**src/rtl/uart_frame_rx.sv**
```systemverilog
// Frame deframer behind a UART receiver: hunts HEADER, buffers a length-prefixed
// payload, verifies the additive checksum and replays clean payloads on a valid/ready stream.
module uart_frame_rx #(
   parameter int unsigned MAX_LEN     = 16,
   parameter logic [7:0]  HEADER      = 8'hA5,
   parameter int unsigned TIMEOUT_CYC = 50000
) (
   input  logic       clk,
   input  logic       rst_n,
   input  logic       rx_tvalid,
   input  logic [7:0] rx_tdata,
   output logic       m_tvalid,
   input  logic       m_tready,
   output logic [7:0] m_tdata,
   output logic       m_tlast,
   output logic       frame_ok,
   output logic       frame_err,
   output logic [1:0] err_code
);

   localparam int unsigned IDX_W = (MAX_LEN > 1) ? $clog2(MAX_LEN) : 1;
   localparam int unsigned TO_W  = $clog2(TIMEOUT_CYC);
   localparam logic [7:0]      MAX_LEN_B = 8'(MAX_LEN);
   localparam logic [TO_W-1:0] TO_LAST   = TO_W'(TIMEOUT_CYC - 1);
   localparam logic [TO_W-1:0] TO_ONE    = TO_W'(1'b1);
   localparam logic [TO_W-1:0] TO_ZERO   = TO_W'(1'b0);

   typedef enum logic [2:0] {
      ST_HUNT    = 3'd0,
      ST_LEN     = 3'd1,
      ST_PAYLOAD = 3'd2,
      ST_CHK     = 3'd3,
      ST_DRAIN   = 3'd4
   } state_t;

   state_t          state_r;
   logic [7:0]      len_r;
   logic [7:0]      sum_r;
   logic [7:0]      wr_cnt_r;
   logic [7:0]      rd_cnt_r;
   logic [TO_W-1:0] to_cnt_r;
   logic [7:0]      buf_r [MAX_LEN];

   logic            to_hit_s;
   logic            len_bad_s;
   logic            buf_we_s;
   logic [7:0]      sum_nxt_s;
   logic [7:0]      rd_nxt_s;

   function automatic logic [7:0] chk_add(input logic [7:0] acc, input logic [7:0] b);
      return acc + b;
   endfunction

   // Decode helpers shared by the state machine and the buffer write port.
   always_comb begin
      to_hit_s  = (to_cnt_r == TO_LAST);
      len_bad_s = (rx_tdata == 8'd0) || (rx_tdata > MAX_LEN_B);
      buf_we_s  = (state_r == ST_PAYLOAD) && rx_tvalid;
      sum_nxt_s = chk_add(sum_r, rx_tdata);
      rd_nxt_s  = rd_cnt_r + 8'd1;
   end

   // Payload buffer; contents are meaningless outside a frame so it has no reset.
   always_ff @(posedge clk) begin
      if (buf_we_s) begin
         buf_r[wr_cnt_r[IDX_W-1:0]] <= rx_tdata;
      end
   end

   // Frame state machine with all stream and status outputs registered.
   always_ff @(posedge clk) begin
      if (!rst_n) begin
         state_r   <= ST_HUNT;
         len_r     <= 8'd0;
         sum_r     <= 8'd0;
         wr_cnt_r  <= 8'd0;
         rd_cnt_r  <= 8'd0;
         to_cnt_r  <= TO_ZERO;
         m_tvalid  <= 1'b0;
         m_tdata   <= 8'd0;
         m_tlast   <= 1'b0;
         frame_ok  <= 1'b0;
         frame_err <= 1'b0;
         err_code  <= 2'd0;
      end else begin
         frame_ok  <= 1'b0;
         frame_err <= 1'b0;
         case (state_r)
            ST_HUNT: begin
               if (rx_tvalid && (rx_tdata == HEADER)) begin
                  state_r  <= ST_LEN;
                  sum_r    <= 8'd0;
                  to_cnt_r <= TO_ZERO;
               end
            end
            ST_LEN: begin
               if (rx_tvalid) begin
                  to_cnt_r <= TO_ZERO;
                  if (len_bad_s) begin
                     frame_err <= 1'b1;
                     err_code  <= 2'd1;
                     state_r   <= ST_HUNT;
                  end else begin
                     len_r    <= rx_tdata;
                     sum_r    <= rx_tdata;
                     wr_cnt_r <= 8'd0;
                     state_r  <= ST_PAYLOAD;
                  end
               end else if (to_hit_s) begin
                  frame_err <= 1'b1;
                  err_code  <= 2'd3;
                  state_r   <= ST_HUNT;
               end else begin
                  to_cnt_r <= to_cnt_r + TO_ONE;
               end
            end
            ST_PAYLOAD: begin
               if (rx_tvalid) begin
                  to_cnt_r <= TO_ZERO;
                  sum_r    <= sum_nxt_s;
                  wr_cnt_r <= wr_cnt_r + 8'd1;
                  if (wr_cnt_r == (len_r - 8'd1)) begin
                     state_r <= ST_CHK;
                  end
               end else if (to_hit_s) begin
                  frame_err <= 1'b1;
                  err_code  <= 2'd3;
                  state_r   <= ST_HUNT;
               end else begin
                  to_cnt_r <= to_cnt_r + TO_ONE;
               end
            end
            ST_CHK: begin
               if (rx_tvalid) begin
                  to_cnt_r <= TO_ZERO;
                  if (rx_tdata == sum_r) begin
                     frame_ok <= 1'b1;
                     rd_cnt_r <= 8'd0;
                     m_tvalid <= 1'b1;
                     m_tdata  <= buf_r[0];
                     m_tlast  <= (len_r == 8'd1);
                     state_r  <= ST_DRAIN;
                  end else begin
                     frame_err <= 1'b1;
                     err_code  <= 2'd2;
                     state_r   <= ST_HUNT;
                  end
               end else if (to_hit_s) begin
                  frame_err <= 1'b1;
                  err_code  <= 2'd3;
                  state_r   <= ST_HUNT;
               end else begin
                  to_cnt_r <= to_cnt_r + TO_ONE;
               end
            end
            ST_DRAIN: begin
               // The receiver cannot be stalled, so a byte arriving now is lost.
               if (rx_tvalid) begin
                  frame_err <= 1'b1;
                  err_code  <= 2'd0;
               end
               if (m_tvalid && m_tready) begin
                  if (m_tlast) begin
                     m_tvalid <= 1'b0;
                     m_tlast  <= 1'b0;
                     state_r  <= ST_HUNT;
                  end else begin
                     rd_cnt_r <= rd_nxt_s;
                     m_tdata  <= buf_r[rd_nxt_s[IDX_W-1:0]];
                     m_tlast  <= (rd_nxt_s == (len_r - 8'd1));
                  end
               end
            end
            default: begin
               state_r  <= ST_HUNT;
               m_tvalid <= 1'b0;
               m_tlast  <= 1'b0;
            end
         endcase
      end
   end

endmodule

```
**config.mk**
```make
export PLATFORM = sky130hd
export DESIGN_NAME = uart_frame_rx
export DESIGN_NICKNAME = d
export VERILOG_FILES = /design/src/rtl/uart_frame_rx.sv
export SDC_FILE = /design/constraint.sdc
export NUM_CORES = 1
export LEC_CHECK = 0
export ABC_AREA = 0
export CAP_MARGIN = 0
export CORE_MARGIN = 1
export CORE_UTILIZATION = 55
export DETAILED_ROUTE_END_ITERATION = 12
export PLACE_DENSITY = 0.71
export SYNTH_ARGS = -nofsm -noshare
export SYNTH_HDL_FRONTEND = slang
export SYNTH_SLANG_ARGS = --single-unit
```
**constraint.sdc**
```tcl
create_clock -name clk -period 2.4 [get_ports clk]
set_clock_uncertainty 0.1 [all_clocks]
set_input_delay 0.36 -clock clk [delete_from_list [all_inputs] [get_ports clk]]
set_output_delay 0.36 -clock clk [all_outputs]
set_load 0.03 [all_outputs]
```
==> results of run 1 <==
-- registers in the layout, summed over array words and instances, names as in the netlist, 2 cells and up --
| signal | count |
|---|---|
| to_cnt_r | 16 |
| err_code | 2 |
| rd_cnt_r | 8 |
| wr_cnt_r | 8 |
| len_r | 8 |
| state_r | 3 |
| buf_r | 128 |
| sum_r | 8 |
| m_tdata | 8 |
-- cells by family (layout without fill, tap and decap cells) --
| family | count (synthesis) | after routing |
|---|---|---|
| AO/OA/AOI/OAI | 91 | 91 |
| XOR/XNOR | 52 | 52 |
| adder cells (fa/ha/maj) | 16 | 16 |
| buffers and inverters | 41 | 158 |
| flip-flops | 193 | 193 |
| multiplexers | 47 | 47 |
| other | 0 | 1 |
| AND/OR/NAND/NOR | 212 | 212 |
-- synth_stat cells, types with 4 or more instances --
cell type,count,area [um2]
and3_1,9,56.3
xnor2_1,24,210
a211oi_1,5,37.5
mux4_2,33,743
edfxtp_1,128,3840
nand4_1,9,56.3
clkbuf_1,19,71.3
ha_1,15,188
inv_1,13,48.8
or3_1,14,87.6
xor2_1,28,245
a21oi_1,25,125
nand2b_1,7,43.8
buf_2,7,35.0
nor4_1,5,31.3
nand3_1,14,70.1
nor2b_1,4,25.0
nor2_1,67,251
a31oi_1,10,62.6
a22oi_1,5,37.5
mux4_1,7,184
o21ai_0,20,100
mux2i_1,7,70.1
nor3_1,10,50.1
dfxtp_1,65,1300
nand2_1,45,169
or4_1,5,37.5
-- report_power, final --
part           internal, mW  switching, mW
Clock                  1.51           1.25
Sequential             3.55         0.0122
Combinational         0.150          0.211
Total                  5.21           1.48
-- layout make-up --
cell class | instances | area share
clock buffer | 20 | 0.0434
tap | 211 | 0.0250
antenna | 1 | 0.000237
timing repair buffer | 113 | 0.0937
clock inverter | 12 | 0.0109
multi-input combinational | 418 | 0.334
inverter | 13 | 0.00463
sequential | 193 | 0.488
-- per-stage QoR --
| stage | TNS [ns] | total power, mW |
|---|---|---|
| global route | -2.49 | 6.87 |
| CTS | -0.771 | 6.71 |
| finish | -1.74 | 6.69 |
| floorplan | -0.202 | 3.79 |
| detailed placement | -27.10 | 3.96 |
| global placement | -23.60 | 3.95 |
-- what timing repair did --
action,in CTS,in global routing
pin swaps,14,15
hold endpoints to repair,0,0
endpoints found under the setup margin,25,29
resized for setup,28,21
buffers inserted,0,7
gates cloned,0,1
-- critical path, stage by stage (launching register included) --
cell     delay [ns]
dfxtp_2        0.34
ha_4           0.23
or4_4          0.57
or4_4          0.47
buf_6          0.14
a21oi_4        0.18
buf_12         0.14
buf_12         0.11
o21ai_1        0.05
a31oi_1        0.14
-- worst max path at each step --
stage                      startpoint  slack [ns]     endpoint
after floorplan           rx_tdata[3]       -0.07  rd_cnt_r[6]
after global placement    rx_tdata[3]       -0.82  rd_cnt_r[5]
after detailed placement  rx_tdata[3]       -0.89  rd_cnt_r[5]
after CTS                    sum_r[2]       -0.09  rd_cnt_r[5]
after global routing         sum_r[2]       -0.19   m_tdata[4]
final                        sum_r[2]       -0.15   m_tdata[0]
-- per-layer routing --
metal / GRT usage / share of wire / wire length (um) / up-vias
li1: - / - / - / 2679
met1: 0.368 / 0.42 / 8720 / 2907
met2: 0.420 / 0.49 / 10000 / 255
met3: 0.0586 / 0.069 / 1430 / 33
met4: 0.118 / 0.023 / 483 / 0
met5: 0 / 0 / 0 / -
==> flow_metrics.env, run 1 <==
export IMPL_outcome="finished with violations"
export IMPL_failed_checks="negative setup slack"
export IMPL_synth_edf_count=128
export IMPL_r2r_start="sum_r[2]"
export IMPL_clk_pin_slew_worst_paths_ns=0.07
export IMPL_synth_compound_area_frac=0.0686
export IMPL_start_util=0.566
export IMPL_synth_top_flop_cell="edfxtp_1"
export IMPL_grt_usage=0.270
export IMPL_synth_simple_gate_area_frac=0.123
export IMPL_r2r_slack_ns=-0.15
export IMPL_whs_ns=0.385
export IMPL_drive_gt1_frac=0.247
export IMPL_ir_drop_uv=544
export IMPL_end_kind="flip-flop"
export IMPL_regArea_um2=5150
export IMPL_start_kind="flip-flop"
export IMPL_placedCellCount=940
export IMPL_synth_avg_cell_area_um2=13.3
export IMPL_gr_total_overflow=0
export IMPL_place_hpwl_mm=13.5
export IMPL_antenna_found_initial=1
export IMPL_nets=784
export IMPL_finalNonFillerCells=981
export IMPL_root_buffer="clkbuf_16"
export IMPL_crit_type="flip-flop to flip-flop"
export IMPL_core_region_area_um2=15300
export IMPL_routed_via_count=5874
export IMPL_cts_path_max_buffers=2
export IMPL_fillCellCount=1021
export IMPL_synth_fp_nets=680
export IMPL_synthXorXnorAreaFrac=0.0527
export IMPL_timing_rr_end="m_tdata[0]"
export IMPL_ys_warn_count=0
export IMPL_synthToLayoutAreaGrowth_pct=22.0
export IMPL_drtAntennaViolNets=0
export IMPL_synth_mux_area_frac=0.115
export IMPL_worst_hold_startpoint="sum_r[0]"
export IMPL_cts_tree="yes"
export IMPL_grt_pass1_vias=5742
export IMPL_final_common_cell="edfxtp_1"
export IMPL_post_route_min_period_ns=2.55
export IMPL_rsz0062_at_grt="yes"
export IMPL_num_io_pins=26
export IMPL_synth_fa_ha_area_frac=0.0240
export IMPL_cts_buffers=17
export IMPL_synthArstFlopShare=0
export IMPL_ys_types=62
export IMPL_dieArea_um2=16200
export IMPL_die_w_um=127
export IMPL_cp_data_required_time_ns=2.66
export IMPL_rows=45
export IMPL_worstMarginPinSlew_ns=0.595
export IMPL_hold_violations=0
export IMPL_ys_ff_latch=193
export IMPL_fmax_ghz=0.392
export IMPL_drc=0
export IMPL_period_share=1.06
export IMPL_setup_viol_count_final=20
export IMPL_cts_htree_levels=4
export IMPL_holdPathStages=2
export IMPL_setup_ws_ns=-0.150
export IMPL_post_route_util=0.691
export IMPL_dp_slack_ns=-0.891
export IMPL_netlist_instances=652
export IMPL_drv_cap=0
export IMPL_place_gp_congestion=0.868
export IMPL_power_density_nw_per_um2=634
export IMPL_hp_class="flip-flop to flip-flop"
export IMPL_clock_sinks=193
export IMPL_hold_end="sum_r[0]"
export IMPL_slew_headroom=0.598
export IMPL_final_cell_mix="128 x edfxtp_1, 80 x buf_4, 67 x nor2_1"
export IMPL_synth_top_family_by_area="simple AND/OR/NAND/NOR gates"
export IMPL_wl_per_cell_um=21.1
export IMPL_viasPerCell=5.99
export IMPL_die_y_um=127
export IMPL_clock_latency_ns=0.44
export IMPL_wl_mm=20.7
export IMPL_placed_cell_area_um2=9730
export IMPL_crit_fanout=7
export IMPL_dr_first_iter_drc_count=563
export IMPL_grt_first_pass_wirelength_mm=31.7
export IMPL_dr_pass1_iters=5
export IMPL_ys_seq_area_frac=0.595
export IMPL_crit_arrival_ns=2.81
export IMPL_postCtsHoldBufs=0
export IMPL_syn_area_um2=8640
export IMPL_finalMaxSlewViolations=0
export IMPL_io_buffers=25
export IMPL_multiInputGateArea_um2=3520
export IMPL_final_cell_area_um2=10500
export IMPL_grt_start_max_net_pins=39
export IMPL_reg2regPathDepth=9
export IMPL_p_leak_nw=3.74
(Power assumes the default switching activity.)
==> run 2: changes to the inputs <==
--- a/config.mk
+++ b/config.mk
@@ -8,9 +8,10 @@
 export ABC_AREA = 0
 export CAP_MARGIN = 0
 export CORE_MARGIN = 1
-export CORE_UTILIZATION = 55
+export CORE_UTILIZATION = 61
 export DETAILED_ROUTE_END_ITERATION = 12
-export PLACE_DENSITY = 0.71
+export PLACE_DENSITY = 0.75
+export SKIP_LAST_GASP = 1
 export SYNTH_ARGS = -nofsm -noshare
 export SYNTH_HDL_FRONTEND = slang
 export SYNTH_SLANG_ARGS = --single-unit
==> constraint.sdc (replaced) <==
create_clock -name clk -period 2.83 [get_ports clk]
set_clock_uncertainty 0.1 [all_clocks]
set_input_delay 0.4245 -clock clk [delete_from_list [all_inputs] [get_ports clk]]
set_output_delay 0.4245 -clock clk [all_outputs]
set_load 0.03 [all_outputs]
==> run 2 against run 1 <==
  * The flow now finishes without violations
  * Cell count is 6.0% lower
  * Die area is 9.7% lower
  * Global-route usage is 2.3 points higher
  * Non-clock buffer count is 28 lower
  * Combinational power is 23% lower
==> flow_metrics.env, run 2 (synthesis results as in run 1) <==
export IMPL_end_kind="flip-flop"
export IMPL_die_y_um=121
export IMPL_use_met3=0.0620
export IMPL_cts_path_max_buffers=2
export IMPL_fillCellCount=878
export IMPL_rsz0062_at_grt="no"
export IMPL_grt_use_met2=0.461
export IMPL_outcome="completed"
export IMPL_p_leak_nw=3.52
export IMPL_drv_cap=0
export IMPL_core_region_area_um2=13800
export IMPL_place_hpwl_mm=13.2
export IMPL_num_io_pins=26
export IMPL_final_common_cell="edfxtp_1"
export IMPL_viasPerCell=6.28
export IMPL_placedCellCount=886
export IMPL_busiest_layer="met2"
export IMPL_cts_tree="yes"
export IMPL_path_buf_inv=3
export IMPL_cp_data_required_time_ns=3.08
export IMPL_io_buffers=25
export IMPL_dieArea_um2=14600
export IMPL_drc=0
export IMPL_cp_cell_sequence="clkdlybuf4s50_1 > ha_4 > or4_4 > or4_4 > buf_4 > a21oi_4 > buf_12 > o21ai_0 > a31oi_1"
export IMPL_postCtsHoldBufs=0
export IMPL_final_cell_mix="128 x edfxtp_1, 67 x nor2_1, 64 x dfxtp_1"
export IMPL_placed_cell_area_um2=9450
export IMPL_cts_htree_levels=4
export IMPL_hp_class="flip-flop to flip-flop"
export IMPL_antenna_found_initial=1
export IMPL_period_share=0.982
export IMPL_rows=43
export IMPL_grt_pass1_vias=5625
export IMPL_final_cell_area_um2=10100
export IMPL_drive_gt1_frac=0.184
export IMPL_grt_usage=0.292
export IMPL_place_gp_congestion=0.853
export IMPL_drtAntennaViolNets=0
export IMPL_post_route_min_period_ns=2.78
export IMPL_slowest_stage="clkdlybuf4s50_1"
export IMPL_dr_first_iter_drc_count=512
export IMPL_slew_headroom=0.662
export IMPL_clk_pin_slew_worst_paths_ns=0.07
export IMPL_crit_arrival_ns=3.03
export IMPL_largest_reg_flops=128
export IMPL_crit_top_cell="or4_4"
export IMPL_critPathTopFamily="simple AND/OR/NAND/NOR gates"
export IMPL_start_util=0.625
export IMPL_setup_viol_count_final=0
export IMPL_synthToLayoutAreaGrowth_pct=16.6
export IMPL_dr_pass1_iters=6
export IMPL_finalNonFillerCells=922
export IMPL_post_route_util=0.728
export IMPL_crit_fanout=12
export IMPL_fmax_ghz=0.360
export IMPL_grt_util_met1=0.405
export IMPL_root_buffer="clkbuf_16"
export IMPL_routed_via_count=5792
export IMPL_gr_total_overflow=0
export IMPL_nets=756
export IMPL_crit_type="input pin to flip-flop"
export IMPL_die_w_um=121
export IMPL_whs_ns=0.368
export IMPL_finalMaxSlewViolations=0
export IMPL_grt_start_max_net_pins=39
export IMPL_power_density_nw_per_um2=561
export IMPL_hold_violations=0
export IMPL_cts_buffers=17
export IMPL_crit_path_max_incr_delay_ns=0.57
export IMPL_ir_drop_uv=487
export IMPL_grt_first_pass_wirelength_mm=31.0
export IMPL_clock_sinks=193
export IMPL_clock_latency_ns=0.43
export IMPL_wl_mm=20.0
export IMPL_worstMarginPinSlew_ns=0.500
export IMPL_start_kind="input pin"
export IMPL_wl_per_cell_um=21.7
-- run 2: changes by cell type in the layout (fill, tap and decap cells not counted), sizes merged --
cell,before,now
clkinvlp,0,2
dlymetal6s2s,2,0
clkbuf,21,18
dlygate4sd2,5,0
clkdlybuf4s50,18,25
buf,87,60
-- run 2: what timing repair did --
| item | CTS | global route |
|---|---|---|
| endpoints found under the setup margin | 9 | 9 |
| resized for setup | 2 | 1 |
| pin swaps | 1 | 2 |
| buffers inserted | 0 | 3 |
-- run 2: metrics by stage --
step	total power [mW]	setup WS, ns	setup TNS [ns]
finish	5.65	0.0519	0
global route	5.79	0.000219	0
CTS	5.66	0.000615	0
detailed placement	3.35	-0.555	-9.27
global placement	3.34	-0.476	-8.10
floorplan	3.21	0.171	0
-- run 2: worst reg2reg max path, stage by stage (launching register included) --
cell and delay [ns]:
dfxtp_1 0.32, ha_1 0.32, or4_4 0.57, or4_4 0.46, buf_4 0.17, a21oi_4 0.21, buf_12 0.16, o21ai_0 0.09
a31oi_1 0.18
-- run 2: final timing paths --
path,endpoint,depth (start not counted),slack [ns],start
max,m_tdata[1],9,0.05,rx_tdata[3]
min,sum_r[2],2,0.37,sum_r[2]
max reg2reg,m_tdata[1],8,0.20,sum_r[2]
min reg2reg,sum_r[2],2,0.37,sum_r[2]
-- run 2: area by class of cell --
| type | instances | area [um2] | area share |
|---|---|---|---|
| clock inverters | 14 | 144 | 0.0143 |
| flip-flops and latches | 193 | 5150 | 0.511 |
| multi-input cells | 418 | 3340 | 0.331 |
| repair buffers | 85 | 738 | 0.0733 |
| well taps | 180 | 225 | 0.0224 |
| inverters | 13 | 48.8 | 0.00484 |
| clock buffers | 18 | 429 | 0.0426 |
| diodes | 1 | 2.50 | 0.000248 |
-- run 2: power by group --
group / internal [mW] / switching (mW) / total, mW
clock: 1.24 / 1.11 / 2.35
sequential: 3.01 / 0.00969 / 3.02
combinational: 0.109 / 0.171 / 0.279
total: 4.36 / 1.29 / 5.65
-- run 2: per-layer routing --
layer  vias up  routed length [um]
li1       2616                   -
met1      2873                8500
met2       265                9600
met3        38                1470
met4         0                 460
met5         -                   0
